## src/rtl/zr_irq_pkg.sv

```systemverilog
// Shared definitions for the zr_irq interrupt controller: register map,
// STATUS field positions and the request FSM state type.
package zr_irq_pkg;

    localparam int unsigned REG_ADDR_W = 5;
    localparam int unsigned REG_DATA_W = 32;

    localparam logic [REG_ADDR_W-1:0] REG_PENDING = 5'h00;
    localparam logic [REG_ADDR_W-1:0] REG_ENABLE  = 5'h04;
    localparam logic [REG_ADDR_W-1:0] REG_EDGE    = 5'h08;
    localparam logic [REG_ADDR_W-1:0] REG_SWSET   = 5'h0C;
    localparam logic [REG_ADDR_W-1:0] REG_STATUS  = 5'h10;

    localparam int unsigned STAT_ERR_BIT  = 31;
    localparam int unsigned STAT_BUSY_BIT = 8;

    typedef enum logic [1:0] {
        IDLE = 2'd0,
        REQ  = 2'd1,
        GAP  = 2'd2
    } irq_state_e;

endpackage

```

## src/rtl/zr_irq_prio_enc.sv

```systemverilog
// Fixed-priority encoder: reports the lowest set index of a request vector.
module zr_irq_prio_enc #(
    parameter int unsigned NUM_SRC = 16,
    parameter int unsigned ID_W    = 5
) (
    input  logic [NUM_SRC-1:0] req,
    output logic               valid_c,
    output logic [ID_W-1:0]    id_c
);

    // Scan downwards so the lowest set index is the last one written.
    always_comb begin
        valid_c = 1'b0;
        id_c    = '0;
        for (int i = int'(NUM_SRC) - 1; i >= 0; i--) begin
            if (req[i]) begin
                valid_c = 1'b1;
                id_c    = ID_W'(i);
            end
        end
    end

endmodule

```

## src/rtl/zr_irq_ctrl.sv

```systemverilog
// Interrupt controller: synchronises level/edge sources, arbitrates by fixed
// priority and holds one request towards the core until it is acknowledged.
module zr_irq_ctrl #(
    parameter int unsigned NUM_SRC = 16,
    parameter int unsigned ID_W    = 5,
    parameter bit          SYNC_EN = 1'b1
) (
    input  logic               clk,
    input  logic               rst_n,
    input  logic [NUM_SRC-1:0] src_i,
    input  logic               reg_req_i,
    input  logic               reg_we_i,
    input  logic [4:0]         reg_addr_i,
    input  logic [31:0]        reg_wdata_i,
    output logic               reg_gnt_o,
    output logic               reg_rvalid_o,
    output logic [31:0]        reg_rdata_o,
    output logic               irq_o,
    output logic [ID_W-1:0]    irq_id_o,
    input  logic               irq_ack_i,
    input  logic [ID_W-1:0]    irq_ack_id_i
);
    import zr_irq_pkg::*;

    localparam int unsigned PAD_W = 1 << ID_W;

    irq_state_e             state_q;
    logic                   ack_err_q;
    logic [NUM_SRC-1:0]     src_s;
    logic [NUM_SRC-1:0]     src_d;
    logic [NUM_SRC-1:0]     pend_q;
    logic [NUM_SRC-1:0]     enable_q;
    logic [NUM_SRC-1:0]     edge_q;
    logic [NUM_SRC-1:0]     pending;
    logic [NUM_SRC-1:0]     active;
    logic [NUM_SRC-1:0]     wdata_src;
    logic [NUM_SRC-1:0]     set_mask;
    logic [NUM_SRC-1:0]     clr_mask;
    logic [NUM_SRC-1:0]     ack_mask;
    logic [PAD_W-1:0]       act_pad;
    logic [PAD_W-1:0]       id_onehot;
    logic                   cand_valid;
    logic [ID_W-1:0]        cand_id;
    logic                   busy;
    logic                   wr;
    logic                   wr_pend;
    logic                   wr_enable;
    logic                   wr_edge;
    logic                   wr_swset;
    logic                   wr_status;
    logic                   in_req;
    logic                   ack_hit;
    logic                   ack_miss;
    logic [REG_DATA_W-1:0]  rd_data;
    logic                   unused_bits;

    // Optional two-flop synchroniser on the raw source lines.
    if (SYNC_EN) begin : g_sync
        logic [NUM_SRC-1:0] meta_q;
        logic [NUM_SRC-1:0] sync_q;
        always_ff @(posedge clk or negedge rst_n) begin
            if (!rst_n) begin
                meta_q <= '0;
                sync_q <= '0;
            end else begin
                meta_q <= src_i;
                sync_q <= meta_q;
            end
        end
        assign src_s = sync_q;
    end else begin : g_nosync
        assign src_s = src_i;
    end

    // pend_q is the edge-pending flop for edge bits and the SWSET latch for level bits.
    assign pending = (edge_q & pend_q) | (~edge_q & (src_s | pend_q));
    assign active  = pending & enable_q;
    assign act_pad = PAD_W'(active);
    assign busy    = (state_q != IDLE);

    zr_irq_prio_enc #(
        .NUM_SRC (NUM_SRC),
        .ID_W    (ID_W)
    ) u_prio_enc (
        .req     (active),
        .valid_c (cand_valid),
        .id_c    (cand_id)
    );

    assign wr        = reg_req_i & reg_we_i;
    assign wr_pend   = wr & (reg_addr_i == REG_PENDING);
    assign wr_enable = wr & (reg_addr_i == REG_ENABLE);
    assign wr_edge   = wr & (reg_addr_i == REG_EDGE);
    assign wr_swset  = wr & (reg_addr_i == REG_SWSET);
    assign wr_status = wr & (reg_addr_i == REG_STATUS);
    assign wdata_src = reg_wdata_i[NUM_SRC-1:0];

    assign in_req    = (state_q == REQ);
    assign ack_hit   = in_req & irq_ack_i & (irq_ack_id_i == irq_id_o);
    assign ack_miss  = in_req & irq_ack_i & (irq_ack_id_i != irq_id_o);
    assign id_onehot = PAD_W'(1) << irq_id_o;
    assign ack_mask  = ack_hit ? NUM_SRC'(id_onehot) : '0;

    // Sets are applied after clears so a coincident set keeps the bit pending.
    assign set_mask  = (edge_q & src_s & ~src_d) | (wr_swset ? wdata_src : '0);
    assign clr_mask  = ack_mask | (wr_pend ? wdata_src : '0);

    assign unused_bits = ^{reg_wdata_i, id_onehot};

    always_ff @(posedge clk or negedge rst_n) begin
        if (!rst_n) begin
            src_d    <= '0;
            pend_q   <= '0;
            enable_q <= '0;
            edge_q   <= '0;
        end else begin
            src_d  <= src_s;
            pend_q <= (pend_q & ~clr_mask) | set_mask;
            if (wr_enable) begin
                enable_q <= wdata_src;
            end
            if (wr_edge) begin
                edge_q <= wdata_src;
            end
        end
    end

    // Request FSM; irq_id_o is frozen while irq_o is high and zero otherwise.
    always_ff @(posedge clk or negedge rst_n) begin
        if (!rst_n) begin
            state_q   <= IDLE;
            irq_o     <= 1'b0;
            irq_id_o  <= '0;
            ack_err_q <= 1'b0;
        end else begin
            if (ack_miss) begin
                ack_err_q <= 1'b1;
            end else if (wr_status && reg_wdata_i[STAT_ERR_BIT]) begin
                ack_err_q <= 1'b0;
            end
            case (state_q)
                IDLE: begin
                    if (cand_valid) begin
                        state_q  <= REQ;
                        irq_o    <= 1'b1;
                        irq_id_o <= cand_id;
                    end
                end
                REQ: begin
                    if (irq_ack_i) begin
                        state_q  <= GAP;
                        irq_o    <= 1'b0;
                        irq_id_o <= '0;
                    end else if (!act_pad[irq_id_o]) begin
                        state_q  <= IDLE;
                        irq_o    <= 1'b0;
                        irq_id_o <= '0;
                    end
                end
                GAP: begin
                    state_q <= IDLE;
                end
                default: begin
                    state_q  <= IDLE;
                    irq_o    <= 1'b0;
                    irq_id_o <= '0;
                end
            endcase
        end
    end

    always_comb begin
        rd_data = '0;
        case (reg_addr_i)
            REG_PENDING: rd_data = REG_DATA_W'(pending);
            REG_ENABLE:  rd_data = REG_DATA_W'(enable_q);
            REG_EDGE:    rd_data = REG_DATA_W'(edge_q);
            REG_STATUS: begin
                rd_data[STAT_ERR_BIT]  = ack_err_q;
                rd_data[STAT_BUSY_BIT] = busy;
                rd_data[ID_W-1:0]      = irq_id_o;
            end
            default:     rd_data = '0;
        endcase
    end

    assign reg_gnt_o = reg_req_i;

    // Single-cycle response; write responses carry zero data.
    always_ff @(posedge clk or negedge rst_n) begin
        if (!rst_n) begin
            reg_rvalid_o <= 1'b0;
            reg_rdata_o  <= '0;
        end else begin
            reg_rvalid_o <= reg_req_i;
            reg_rdata_o  <= (reg_req_i && !reg_we_i) ? rd_data : '0;
        end
    end

endmodule

```

## config.mk

```make
export PLATFORM = sky130hd
export DESIGN_NAME = zr_irq_ctrl
export DESIGN_NICKNAME = d
export VERILOG_FILES = /design/src/rtl/zr_irq_pkg.sv /design/src/rtl/zr_irq_prio_enc.sv /design/src/rtl/zr_irq_ctrl.sv
export SDC_FILE = /design/constraint.sdc
export NUM_CORES = 1
export LEC_CHECK = 0
export CORE_MARGIN = 4
export CORE_UTILIZATION = 47
export CTS_CLUSTER_SIZE = 24
export DETAILED_ROUTE_END_ITERATION = 16
export GPL_TIMING_DRIVEN = 0
export MAX_ROUTING_LAYER = met4
export PLACE_DENSITY = 0.76
export SLEW_MARGIN = 40
export SYNTH_ARGS = -nofsm -noshare
export SYNTH_HDL_FRONTEND = slang
export SYNTH_SLANG_ARGS = --single-unit
```

## constraint.sdc

```tcl
create_clock -name clk -period 2 [get_ports clk]
set_clock_uncertainty 0.15 [all_clocks]
set_input_delay 0.2 -clock clk [delete_from_list [all_inputs] [get_ports clk]]
set_output_delay 0.2 -clock clk [all_outputs]
set_load 0.005 [all_outputs]
```

# Word-level counts from Yosys, hierarchy flattened
# Cells that the tools add are included.
[word_totals]
output_inout_bits = 40
wordCells = 114
regBits = 138
[op_classes]
shifts = 1
bitwise = 24
muxes = 57
n_lt_le_gt_ge = 1
eq_ne = 10
n_reduce_logical = 9
[ops]
columns = ["operator", "n"]
rows = [
  ["16-bit bitwise AND", 6],
  ["16-bit OR", 5],
  ["4-bit two-way mux", 16],
  ["16-bit two-way mux", 3],
  ["16-bit inverter", 3],
  ["32-bit two-way mux", 1],
  ["1-bit two-way mux", 23],
  ["7-bit case mux with 3 select lines", 1],
  ["5-bit case mux with 4 select lines", 1],
  ["1-bit by 5-bit << shifter with 16-bit output, first input constant", 1],
  ["5-bit two-way mux", 3],
  ["5-bit case mux with 3 select lines", 1],
  ["5-bit by 4-bit == test with 1-bit output, second input constant", 2],
  ["1-bit bitwise AND", 9],
  ["3-bit case mux with 3 select lines", 1],
  ["5-bit by 6-bit < comparator with 1-bit output, second input constant", 1],
  ["2-bit two-way mux", 3],
  ["1-bit binary-select mux with 5-bit select", 1],
  ["5-bit by 3-bit == test with 1-bit output, second input constant", 1],
  ["5-bit == test", 1],
  ["5-bit == test, second input constant", 1],
  ["5-bit logical NOT", 1],
  ["5-bit inequality test", 1],
  ["1-bit case mux with 4 select lines", 1],
  ["other kinds (13)", 15],
]

# Longest topological paths before layout
# Gate-level depths: netlist of run 1.
[depth]
depth_word = 22
ltp_mapped = 7
mapped_depth_nobuf = 6

# Cells and area by module
# A second synthesis of run 1 with hierarchy kept.
[hier_totals]
cells_unflattened = 495
area_unflattened_um2 = 5429.0
[modules_own_cells]
columns = ["mod", "seq_area_each_um2", "n_inst", "area_per_inst_um2", "cells_per_inst"]
rows = [
  ["zr_irq_ctrl", 3078.0, 1, 5238.8, 460],
  ["zr_irq_prio_enc", 0.0, 1, 190.2, 35],
]

# Least setup slack after synthesis of run 1
# Ideal clock, no wire load.
[synth_timing]
kind = "register to register"
start = "register g_sync.sync_q[5]"
end = "register irq_o"
path_stages_with_launch = 7
setup_ns = 0.133
arrival_time_ns = 1.785
setup_slack_ns = -0.068
n_path_buf = 0
synth_period_minus_slack_ns = 2.068
path_cell_list = "dfrtp_1 -> nor2b_1 -> o21ai_0 -> nand4_1 -> o41ai_2 -> and2_1 -> o22ai_1"
[synth_via]
elab_chain_cells = 12
[synth_rtl]
columns = ["item", "line_no", "rtl"]
rows = [
  ["start, declared", "zr_irq_ctrl.sv:60", "logic [NUM_SRC-1:0] sync_q;"],
  ["start signal, assigned", "zr_irq_ctrl.sv:67", "sync_q <= meta_q;"],
  ["16-bit OR *", "zr_irq_ctrl.sv:76", "assign pending = (edge_q & pend_q) | (~edge_q & (src_s | pend_q));"],
  ["16-bit bitwise AND *", "zr_irq_ctrl.sv:76", ""],
  ["16-bit OR *", "zr_irq_ctrl.sv:76", ""],
  ["16-bit bitwise AND *", "zr_irq_ctrl.sv:77", "assign active = pending & enable_q;"],
  ["1-bit two-way mux (6 in series)", "zr_irq_prio_enc.sv:16", "if (req[i]) begin"],
  ["2-bit inequality test (no line)", "--", ""],
  ["3-bit AND reduction (no line) *", "--", ""],
  ["end signal, assigned", "zr_irq_ctrl.sv:132", "irq_o <= 1'b0;"],
  ["end signal, assigned", "zr_irq_ctrl.sv:145", "irq_o <= 1'b1;"],
  ["end signal, assigned", "zr_irq_ctrl.sv:152", "irq_o <= 1'b0;"],
  ["end, declared", "zr_irq_ctrl.sv:18", "output logic irq_o,"],
]
# Every way passes the cells marked *; elsewhere a longest branch is shown, timed or not. The select of a mux whose other input is x is not followed.
# A chain may end at the register's enable or synchronous reset.

# Worst setup path in the final report of run 1
[layout_timing]
start = "register g_sync.sync_q[11]"
end = "register irq_id_o[3]"
[layout_via]
elab_chain_cells = 18
[layout_rtl]
columns = ["item", "line_no", "rtl"]
rows = [
  ["16-bit OR *", "zr_irq_ctrl.sv:76", ""],
  ["16-bit bitwise AND *", "zr_irq_ctrl.sv:76", ""],
  ["16-bit OR *", "zr_irq_ctrl.sv:76", ""],
  ["16-bit bitwise AND *", "zr_irq_ctrl.sv:77", ""],
  ["4-bit two-way mux / 1-bit two-way mux (equally long branches) (12 in series)", "zr_irq_prio_enc.sv:16", ""],
  ["5-bit two-way mux / 2-bit inequality test (equally long branches)", "--", ""],
  ["5-bit case mux with 3 select lines / 3-bit AND reduction (equally long branches)", "--", ""],
  ["end signal, assigned", "zr_irq_ctrl.sv:146", "irq_id_o <= cand_id;"],
  ["end, declared", "zr_irq_ctrl.sv:19", "output logic [ID_W-1:0] irq_id_o,"],
]
# Marked as above.

==> results of run 1 <==
[layer usage]
layer,GRT usage [%],routed length (um),up-vias
li1,-,-,2027
met1,30.3,6160,2245
met2,37.0,7410,213
met3,6.87,1250,52
met4,14.3,541,0
met5,-,0,-
[sequential cells by signal, indices dropped and copies added (netlist names), 2 cells and up]
name / cells
reg_rdata_o: 17
edge_q: 16
enable_q: 16
g_sync.meta_q: 16
g_sync.sync_q: 16
pend_q: 16
src_d: 16
irq_id_o: 4
state_q: 2
[kinds of logic after synthesis]
logic type                Yosys count
and+or+nand+nor                   157
AOI/OAI and AO/OA                 125
DFF                               122
buffers and inverters              37
muxes                              32
xor gates and xnor gates            4
other                               1
[power breakdown]
part | internal (mW) | switching (mW)
combinational | 0.986 | 0.958
sequential | 2.72 | 0.233
clock | 1.78 | 1.05
[worst paths after layout]
kind                                             start                          to  slack [ns]  cells past startpoint
hold reg to reg             g_sync.meta_q[4]$_DFF_PN0_  g_sync.sync_q[4]$_DFF_PN0_        0.19                      0
min in group asynchronous                        rst_n      edge_q[10]$_DFFE_PN0P_        0.12                      2
hold / removal                                src_i[7]  g_sync.meta_q[7]$_DFF_PN0_        0.07                      1
setup / recovery           g_sync.sync_q[11]$_DFF_PN0_     irq_id_o[3]$_DFFE_PN0P_       -0.02                      7
setup reg to reg           g_sync.sync_q[11]$_DFF_PN0_     irq_id_o[3]$_DFFE_PN0P_       -0.02                      7
max in group asynchronous                        rst_n       edge_q[3]$_DFFE_PN0P_        0.91                      3
[layout make-up]
class / count / area [um2] / share of cell area (%)
Clock inverter: 8 / 70.1 / 0.909
Multi-Input combinational cell: 334 / 2400 / 31.2
Sequential cell: 122 / 3060 / 39.6
Tap cell: 140 / 175 / 2.27
Clock buffer: 23 / 478 / 6.20
Inverter: 6 / 22.5 / 0.292
Buffer: 31 / 259 / 3.36
Timing Repair Buffer: 132 / 1250 / 16.2
[metrics by stage]
step	total power, mW	hold slack, ns	instances	setup TNS [ns]	utilization [%]
floorplan	3.68	-0.246	493	-0.855	-
global placement	4.18	0.181	704	-525.35	57.6
detailed placement	4.23	-0.0202	705	-50.39	58.0
CTS	7.54	0.0557	780	-0.644	68.7
global route	8.05	0.0530	796	-1.47	70.5
finish	7.73	0.0656	796	-0.0387	70.5
[synthesized netlist by cell type (9+ instances only)]
library cell,count,area [um2]
nor2_1,11,41.3
dfrtp_1,122,3050
nor2b_1,20,125
a22oi_1,17,128
mux2_2,12,135
o211ai_1,10,75.1
a21oi_1,12,60.1
buf_4,18,135
a31o_2,13,114
nand3_1,9,45.0
mux2_1,20,225
o21ai_0,47,235
nand2_1,82,308
[repair_timing]
| action | CTS | global route |
|---|---|---|
| endpoints found under the setup margin | 70 | 28 |
| resized for setup | 72 | 24 |
| cloned | 1 | 0 |
| buffers inserted | 42 | 16 |
| hold buffers | 1 | 0 |
| endpoints found under the hold margin | 122 | 0 |
| pin swaps | 40 | 31 |
[worst register-to-register path, stage by stage (launching register included)]
cell and delay, ns:
dfrtp_1 0.39, nor2b_1 0.16, o21ai_2 0.22, nand4_1 0.25
buf_4 0.21, buf_4 0.13, nor3_1 0.26, o41ai_1 0.12
==> flow_metrics.py, run 1 <==
metrics = {
    "clock_tree": {
        "cts.sinks": 122,
        "cts.htree.levels": 4,
        "tritoncts": "yes",
        "clock_tree.buffer_depth": 2,
        "clk_latency_ns": 0.42,
        "total_cts_buffers": 17,
        "clkSlewWorstSetupHoldPaths_ns": 0.05,
        "clock-root-buffer": "clkbuf_16",
    },
    "floorplan": {
        "placementRows": 38,
        "initial_core_util_pct": 48.5,
        "floorplan.die_area_um2": 13100,
        "die_w_um": 114,
        "die-height_um": 114,
        "core_region_area_um2": 10900,
        "design.portCount": 103,
    },
    "critical_path": {
        "worst-endpoint-required_ns": 2.14,
        "cp-start-kind": "flip-flop",
        "path_cells": "nor2b_1 -> o21ai_2 -> nand4_1 -> buf_4 -> buf_4 -> nor3_1 -> o41ai_1",
        "setup.worst_path.class": "reg2reg",
        "timing.critical_path.to_type": "flip-flop",
        "cp_num_buf_inv": 2,
        "cpMaxStageDelayCell": "dfrtp_1",
        "path_delay_family": "simple AND/OR/NAND/NOR gates",
        "worstPathArrival_ns": 2.16,
        "cp_slowest_stage_delay_ns": 0.39,
        "highest_net_fanout_along_the_worst_path": 4,
        "critPathMostFrequentCell": "buf_4",
    },
    "cells_and_area": {
        "design.final.nets": 707,
        "fill_cells": 750,
        "final_layout_size_suffix_gt1_share_pct": 31.3,
        "commonest_cells_after_routing_fill_and_taps_aside": "120 x dfrtp_1, 79 x nand2_1, 73 x buf_4",
        "layout_commonest_cell": "dfrtp_1",
        "diodes": 0,
        "flow.area_growth_from_synthesis_pct": 45.2,
        "final_area_um2": 7710,
    },
    "sta": {
        "slew_headroom_pct": 52.9,
        "final_critical_path_setup_slack_ns": -0.0204,
        "max_freq_ghz": 0.495,
        "timing.final.hold_violations": 0,
        "tightestPinTransition_ns": 0.706,
        "portion_of_the_clock_cycle_consumed_by_the_worst_path_in_the_final_layout_pct": 101,
        "rsz0062_at_grt": "yes",
        "setup_violation_total_in_the_final_timing_report": 3,
        "finalMaxSlewViolations": 0,
        "finalWorstPathRequiredPeriod_ns": 2.02,
    },
    "placed_design": {
        "placement.io_buffers": 71,
        "gpl.final_weighted_congestion": 0.928,
        "dp_slack_ns": -1.06,
        "dp.final_hpwl_um": 9210,
        "placed_area_um2": 6350,
    },
    "min_path": {
        "path_class_of_the_lowest_slack_min_delay_path": "in2reg",
    },
    "yosys": {
        "muxShareOfSynthArea_pct": 6.79,
        "postSynthCellCount": 478,
        "synth_enable_flop_cells": 0,
        "synth.lib_cells_used.distinct": 50,
        "synth.avg_cell_area_um2": 11.1,
        "synth_top_family_by_area": "compound AO/OA/AOI/OAI gates",
        "synth-async-reset-ratio_pct": 100,
        "synth_simple_gate_area_share_pct": 14.9,
        "synth_seq_area_share_pct": 57.5,
        "dominantRegCellSynth": "dfrtp_1",
        "mappedNetlistArea_um2": 5310,
        "synth_compound_gate_area_share_pct": 15.6,
        "ys_seq_elements": 122,
        "synth_adder_area_share_pct": 0,
        "ys_warn_count": 0,
        "synthXorXnorAreaFrac_pct": 0.660,
    },
    "detailed_routing": {
        "drt_iter0_markers": 350,
        "detail_route.vias_per_cell": 5.70,
        "drt_pre_antenna_iters": 5,
        "routed_wirelength_um": 15400,
        "postRouteAntennaNets": 0,
        "post_drt_wl_per_cell_um": 19.3,
        "vias": 4537,
        "count_of_unresolved_drc_violations_after_routing": 0,
    },
    "pwr": {
        "cellPowerDensity_nw_per_um2": 1000,
        "power.leakage_nw": 3.31,
        "peakVddDrop_mv": 0.681,
    },
    "global_route": {
        "global_route.usage.total_pct": 24.8,
        "number_of_global_route_vias_before_repair": 4571,
        "first_pass_grt_wire_length_um": 23800,
        "pin_count_of_the_biggest_net_entering_global_routing": 74,
        "gr-total-overflow": 0,
        "antenna_violations_before_repair": 0,
    },
    "outcome": {
        "run_status": "finished with violations",
        "violations_in_the_final_reports": "setup timing",
    },
    "job": {
        "cap_violations": 0,
    },
}
Note: power is estimated with default switching activity, not from simulation.
==> run 2: changes to the inputs <==
--- a/config.mk
+++ b/config.mk
@@ -12,7 +12,7 @@
 export GPL_TIMING_DRIVEN = 0
 export MAX_ROUTING_LAYER = met4
 export PLACE_DENSITY = 0.76
-export SLEW_MARGIN = 40
+export SLEW_MARGIN = 5
 export SYNTH_ARGS = -nofsm -noshare
 export SYNTH_HDL_FRONTEND = slang
 export SYNTH_SLANG_ARGS = --single-unit
==> flow_metrics.py, run 2 (synthesized netlist as in run 1, its figures left out) <==
metrics = {
    "outcome": {
        "run_status": "finished with violations",
        "violations_in_the_final_reports": "setup timing",
    },
    "cells_and_area": {
        "largest_register_ff_count": 17,
        "design.final.nets": 707,
        "max_flop_register": "reg_rdata_o",
        "diodes": 0,
        "multi_input_comb_area_um2": 2410,
        "final_layout_size_suffix_gt1_share_pct": 32.1,
        "flow.area_growth_from_synthesis_pct": 44.9,
        "layout_commonest_cell": "dfrtp_1",
        "fin_util_pct": 70.3,
        "commonest_cells_after_routing_fill_and_taps_aside": "120 x dfrtp_1, 79 x nand2_1, 73 x buf_4",
        "fill_cells": 766,
        "final_area_um2": 7690,
        "final-seq-area_um2": 3060,
        "final_cell_count_no_fill": 797,
    },
    "clock_tree": {
        "clock_tree.buffer_depth": 2,
        "clk_latency_ns": 0.42,
        "tritoncts": "yes",
        "clkSlewWorstSetupHoldPaths_ns": 0.05,
        "clock-root-buffer": "clkbuf_16",
        "cts.htree.levels": 4,
        "total_cts_buffers": 17,
        "cts.sinks": 122,
    },
    "sta": {
        "timing.final.hold_violations": 0,
        "rsz0062_at_grt": "yes",
        "max_freq_ghz": 0.482,
        "setup_violation_total_in_the_final_timing_report": 13,
        "slew_headroom_pct": 55.4,
        "finalMaxSlewViolations": 0,
        "finalWorstPathRequiredPeriod_ns": 2.07,
        "tightestPinTransition_ns": 0.667,
        "finalSetupTns_ns": -0.399,
        "final.hold.worst_slack_ns": 0.0735,
        "portion_of_the_clock_cycle_consumed_by_the_worst_path_in_the_final_layout_pct": 104,
        "final_critical_path_setup_slack_ns": -0.0732,
    },
    "job": {
        "cap_violations": 0,
    },
    "pwr": {
        "p_total_mw": 7.61,
        "power.leakage_nw": 3.29,
        "cellPowerDensity_nw_per_um2": 989,
        "peakVddDrop_mv": 0.880,
    },
    "global_route": {
        "pin_count_of_the_biggest_net_entering_global_routing": 74,
        "global_route.usage.total_pct": 24.3,
        "gr-total-overflow": 0,
        "first_pass_grt_wire_length_um": 23500,
        "number_of_global_route_vias_before_repair": 4535,
        "antenna_violations_before_repair": 0,
    },
    "floorplan": {
        "core_region_area_um2": 10900,
        "initial_core_util_pct": 48.5,
        "die_w_um": 114,
        "floorplan.die_area_um2": 13100,
        "design.portCount": 103,
        "die-height_um": 114,
        "placementRows": 38,
    },
    "min_path": {
        "path_class_of_the_lowest_slack_min_delay_path": "in2reg",
        "min_path_cells": 1,
        "timing.hold.worst.start": "src_i[9]",
        "min_delay_worst_endpoint": "g_sync.meta_q[9]$_DFF_PN0_",
    },
    "critical_path": {
        "setup.worst_path.class": "reg2reg",
        "cp-start-kind": "flip-flop",
        "setup.worst_path.start": "state_q[1]$_DFFE_PN0P_",
        "r2r_setup_slack_ns": -0.07,
        "highest_net_fanout_along_the_worst_path": 4,
        "worst-endpoint-required_ns": 2.13,
        "timing.reg2reg.worst_path_depth": 8,
        "worstPathArrival_ns": 2.21,
        "critical_path.reg2reg.startpoint": "state_q[1]$_DFFE_PN0P_",
        "worstReg2RegEnd": "pend_q[9]$_DFF_PN0_",
        "timing.critical_path.to_type": "flip-flop",
    },
    "detailed_routing": {
        "vias": 4466,
        "detail_route.vias_per_cell": 5.60,
        "postRouteAntennaNets": 0,
        "post_drt_wl_per_cell_um": 19.0,
        "routed_wirelength_um": 15100,
        "drt_iter0_markers": 340,
        "drt_pre_antenna_iters": 5,
        "count_of_unresolved_drc_violations_after_routing": 0,
    },
    "placed_design": {
        "dp.final_hpwl_um": 9340,
        "placement.io_buffers": 71,
        "gpl.final_weighted_congestion": 0.928,
        "numPlacedInstances": 705,
        "dp_slack_ns": -1.06,
        "placed_area_um2": 6330,
    },
}
==> run 2: worst max-delay path by stage <==
stage                                            end  slack (ns)  depth (start not counted)
after detailed placement    reg_rdata_o[7]$_DFF_PN0_       -1.06                          7
final                            pend_q[9]$_DFF_PN0_       -0.07                          8
after floorplan             enable_q[12]$_DFFE_PN0P_       -0.05                          7
after global routing         irq_id_o[1]$_DFFE_PN0P_       -0.14                          7
after global placement    g_sync.meta_q[1]$_DFF_PN0_       -3.90                          1
after CTS                        pend_q[5]$_DFF_PN0_       -0.05                          6
==> run 2: layer usage <==
metal / routed length, um / track usage (%) / up-vias
li1: - / - / 2027
met1: 6170 / 30.7 / 2198
met2: 7460 / 36.9 / 202
met3: 1110 / 6.82 / 39
met4: 386 / 10.1 / 0
met5: 0 / - / -
==> run 2: layout make-up <==
type | instances | area share (%)
buffer | 31 | 3.27
inverter | 6 | 0.293
tap | 140 | 2.28
multi-input combinational | 334 | 31.3
sequential | 122 | 39.7
timing repair buffer | 132 | 16.0
clock buffer | 24 | 6.52
clock inverter | 8 | 0.553
==> run 2: repair_timing <==
item | CTS | global route
endpoints found under the hold margin | 49 | 0
endpoints found under the setup margin | 71 | 28
hold buffers | 1 | 0
pin swaps | 33 | 34
cloned | 1 | 0
buffers inserted | 35 | 23
resized for setup | 73 | 24
==> run 2: power by group <==
group | switching [mW] | total (mW) | internal (mW)
logic | 0.919 | 1.87 | 0.951
clock network | 1.04 | 2.76 | 1.73
registers | 0.251 | 2.97 | 2.72
==> run 2: critical path: stages (launching register included) <==
cell	delay, ns
dfrtp_1	0.38
nand3b_1	0.24
nor4_4	0.36
buf_4	0.19
nor4b_4	0.20
buf_4	0.20
nand2_2	0.07
nand3_2	0.06
o211ai_1	0.10
